File: src/rtl/icache_controller.sv
// Direct-mapped 8x16B instruction cache; hits return same cycle, misses stall via BUSYWAIT for N+3 cycles.
// Backpressure: the memory holds a fill with MEM_BUSYWAIT; the CPU is held with BUSYWAIT.
module icache_controller (
  input  logic         CLK,
  input  logic         RESET,
  input  logic [31:0]  PC,
  output logic [31:0]  INSTRUCTION,
  output logic         BUSYWAIT,
  output logic         MEM_READ,
  output logic [5:0]   MEM_ADDRESS,
  input  logic [127:0] MEM_READDATA,
  input  logic         MEM_BUSYWAIT
);

  localparam logic [1:0] ST_IDLE     = 2'd0;
  localparam logic [1:0] ST_MEM_READ = 2'd1;
  localparam logic [1:0] ST_UPDATE   = 2'd2;

  logic [1:0]   state_q, state_d;
  logic [5:0]   fill_addr_q, fill_addr_d;
  logic [7:0]   valid_q;
  logic [2:0]   tag_q  [8];
  logic [127:0] data_q [8];

  logic [2:0] pc_tag;
  logic [2:0] pc_index;
  logic [1:0] pc_word;
  logic       hit;
  logic       fill_we;
  logic       unused_pc;

  assign pc_tag    = PC[9:7];
  assign pc_index  = PC[6:4];
  assign pc_word   = PC[3:2];
  assign unused_pc = ^{PC[31:10], PC[1:0]};

  assign hit         = valid_q[pc_index] && (tag_q[pc_index] == pc_tag);
  assign INSTRUCTION = hit ? data_q[pc_index][pc_word*32 +: 32] : 32'h0;

  always_comb begin
    state_d     = state_q;
    fill_addr_d = fill_addr_q;
    fill_we     = 1'b0;
    case (state_q)
      ST_IDLE: begin
        if (!hit) begin
          fill_addr_d = PC[9:4];
          state_d     = ST_MEM_READ;
        end
      end
      ST_MEM_READ: begin
        if (!MEM_BUSYWAIT) begin
          fill_we = 1'b1;
          state_d = ST_UPDATE;
        end
      end
      ST_UPDATE: state_d = ST_IDLE;
      default:   state_d = ST_IDLE;
    endcase
    // Reset overrides everything, including a data return on the same edge.
    if (!RESET) begin
      state_d     = ST_IDLE;
      fill_addr_d = 6'd0;
      fill_we     = 1'b0;
    end
  end

  always_comb begin
    BUSYWAIT    = 1'b1;
    MEM_READ    = 1'b0;
    MEM_ADDRESS = fill_addr_q;
    case (state_q)
      ST_IDLE:     BUSYWAIT = !hit;
      ST_MEM_READ: MEM_READ = 1'b1;
      default:     BUSYWAIT = 1'b1;
    endcase
  end

  always_ff @(posedge CLK) begin
    state_q     <= state_d;
    fill_addr_q <= fill_addr_d;
    if (!RESET) begin
      valid_q <= 8'h00;
    end else if (fill_we) begin
      valid_q[fill_addr_q[2:0]] <= 1'b1;
    end
  end

  // Tag and data arrays carry no reset; valid bits alone qualify them.
  always_ff @(posedge CLK) begin
    if (fill_we) begin
      tag_q[fill_addr_q[2:0]]  <= fill_addr_q[5:3];
      data_q[fill_addr_q[2:0]] <= MEM_READDATA;
    end
  end

endmodule

File: config.mk
export PLATFORM = sky130hd
export DESIGN_NAME = icache_controller
export DESIGN_NICKNAME = d
export VERILOG_FILES = /design/src/rtl/icache_controller.sv
export SDC_FILE = /design/constraint.sdc
export NUM_CORES = 1
export LEC_CHECK = 0
export CORE_ASPECT_RATIO = 0.9
export CORE_UTILIZATION = 60
export DETAILED_ROUTE_END_ITERATION = 8
export DONT_BUFFER_PORTS = 1
export PLACE_DENSITY = 0.76
export REMOVE_ABC_BUFFERS = 1
export SETUP_SLACK_MARGIN = 0.1
export SYNTH_ARGS = -nofsm -noshare
export SYNTH_HDL_FRONTEND = slang
export SYNTH_SLANG_ARGS = --single-unit
File: constraint.sdc
create_clock -name CLK -period 16.4 [get_ports CLK]
set_input_delay 4.1 -clock CLK [delete_from_list [all_inputs] [get_ports CLK]]
set_output_delay 4.1 -clock CLK [all_outputs]
set_load 0.05 [all_outputs]
==> run metrics <==
status completed; Final setup viols 0; CP Cell Sequence mux4_2 -> mux2i_1 -> xor2_1 -> nand3_2 -> buf_4 -> nor2_1; Worst Hold Endpoint valid_q[5]; layout cell share with drive strength beyond 1 26.1%; CP top delay family simple AND/OR/NAND/NOR gates; Clock Tree Root clkbuf_16; Fin. Hold Viols 0; drt total wl 76,900 um; worst hold path depth 1; Worst Tran Pin Value 1180 ps; Initial DRT Pass Iterations 7; hpwl dp 34,600 um; io pins 203; nets@finish 1,891; worst rel slew slack 21.0%; DRT iter0 DRCs 1,436; Pleak 13.8 nW; die width 276 um; Antenna diodes 0; Post-synth EDFFs 1,048; r2r endpoint data_q[2][71]; CP Class in -> out; Required @ worst endpoint 12,300 ps; sequential area share after synthesis 78.2%; core box area 67,000 um2; vias in the first global route 18,500; CP Launch Type input pin; R2R Setup Slk 12,860 ps; initial antenna violation count 0; post-route cell area 44,900 um2; Async S/R FF share, synth 0%; Initial Util 60.6%; pin count of the biggest net entering global routing 268; wire length on met3 5950 um; Main synth FF type edfxtp_1; CTS Buf Count 101; H-tree depth 3; fmax 87.3 MHz; Via-to-Cell Ratio 6.48; VDD IR max 95.9 uV; fin crit share 69.8%; Hold WC Path Type reg -> reg; met2 WL 38,200 um; Worst R2R Path Depth 5; Arrival @ worst endpoint 7350 ps; DP Area 41,400 um2; Fin Clk Skew 24.7 ps; deepest clock path buffer count 3; CP max FO 267; M1 wire length 31,400 um; setup TNS 0 ps; critical path's slowest cell nor2_1; Fill cells 4,024; DIE HEIGHT 249 um; CTS Hold Bufs 0; cells taking the most area after synthesis edfxtp_1, mux4_2, a211oi_1, mux2i_1, dfxtp_1; row count 90; CTS resizes 0; first-pass GRT wire length 117,000 um; syn avg cell area 23.8 um2; number of clock sinks 1,064; later-pin clock latency in the skew report 650 ps; largest area contributor in the netlist edfxtp_1; Cells after Synth 1,709; post-route minimum period 11,450 ps; PD cells 124 nW/um2; RePlAce Congestion 0.690; post-CTS setup buffer count 0; GRT Resource Usage Total 23.0%; endpoint class of the critical path output pin; Highest Signal Layer met4; Synth top area share 77.5%; Die ar. 68,800 um2; RSZ-0062 raised after global routing false; wire length per cell 28.6 um; Synth Register Bits 1,064; Clock transition at path regs 60 ps; slowest stage delay, CP 770 ps; Reg-to-Reg Start state_q[0]; count of pins over their slew limit 0; hold path start valid_q[5]; Routed Antenna Nets 0; Mapped Area 40,600 um2; Cell variety after synth 28; worst path bufs/invs 1; Area Growth Syn to Fin 10.5%; GR Overflow Total 0; input/output buffers 0; reported max-cap violation count 0; CTS tree built; vias post-DR 17,400; DRC 0; YS warnings 0
[cells in the mapped netlist, drive strengths merged, types with 2 or more instances]
cell type / n
a21oi: 32
nand2b: 5
a211oi: 62
xor2: 2
nand2: 16
nand3: 2
mux2i: 44
nand3b: 2
clkbuf: 49
edfxtp: 1048
mux4: 295
dfxtp: 16
nor2: 39
buf: 48
nor2b: 32
o21a: 8
nor3: 2
[cells in the final DEF, fill, tap and decap left out, types with 2 or more instances in the layout]
cell and instances:
edfxtp_1 1048, nor2_4 6, a21oi_1 31, clkbuf_1 18
nand3b_1 2, clkinv_2 23, dfxtp_1 16, inv_6 5
bufinv_16 18, clkinv_1 16, mux2i_1 44, nor2_1 33
clkbuf_16 104, buf_4 9, mux4_2 295, clkinvlp_4 4
nand2_1 16, nor2b_1 32, a211oi_1 62, o21a_1 8
xor2_1 2, nor3_2 2, nand2b_1 5, buf_12 4
[final cells by class]
class | instances | area [um2] | share of cell area (%)
sequential | 1064 | 31800 | 70.8
multi-input combinational | 547 | 8390 | 18.7
clock buffer | 122 | 2670 | 5.95
tap | 874 | 1090 | 2.44
clock inverter | 67 | 806 | 1.79
timing repair buffer | 13 | 148 | 0.329
inverter | 1 | 3.75 | 0.00836
[sequential cells by signal, summed over array words and instances (netlist names)]
register,flops
data_q,1024
tag_q,24
valid_q,8
MEM_ADDRESS,6
state_q,2
[routing by layer]
metal,GRT usage [%],up-vias
met2,37.1,588
met3,6.41,118
li1,-,7370
met5,0,-
met4,5.09,0
met1,31.9,9333
[worst reg2reg max path: stages (launching register included)]
cell	delay, ps
dfxtp_1	420
nand2b_1	110
nor3b_1	350
nand2b_1	310
nor2_4	980
buf_4	880
[where the power goes]
part	switching, W	internal (W)	total [W]	leakage, nW
Combinational	0.0000464	0.0000903	0.000137	2.56
Clock	0.000968	0.00144	0.00241	1.70
Sequential	0.0000114	0.00301	0.00302	9.57
[stage by stage]
step,std cells,power (W),worst slack (ps),hold slack [ps],utilization [%]
after floorplan,1612,0.00320,2020,435,-
after global placement,2499,0.00321,5200,441,61.8
after detailed placement,2499,0.00321,5230,453,61.8
after CTS,2688,0.00561,5170,467,67.0
after global routing,2688,0.00572,5040,493,67.0
final,2688,0.00557,4950,465,67.0
[cell families after synthesis]
logic type	count (synthesis)	share of synthesized area, %
AND/OR/NAND/NOR	101	1.21
XOR/XNOR	3	0.0647
flip-flops	1064	78.2
AO/OA/AOI/OAI	104	1.79
multiplexers	339	17.4
buffers and inverters	98	1.25
[worst max-delay path by stage]
| stage | depth (start not counted) | slack, ps | endpoint | from |
|---|---|---|---|---|
| 5_1_grt | 6 | 5040 | INSTRUCTION[3] | PC[4] |
| 2_1_floorplan | 4 | 2020 | data_q[1][0] | MEM_BUSYWAIT |
| 3_3_place_gp | 6 | 5200 | INSTRUCTION[10] | PC[4] |
| 6_report | 6 | 4950 | INSTRUCTION[3] | PC[4] |
| 3_5_place_dp | 6 | 5230 | INSTRUCTION[3] | PC[4] |
| 4_1_cts | 6 | 5170 | INSTRUCTION[3] | PC[4] |
Note: power is estimated with default switching activity, not from simulation.
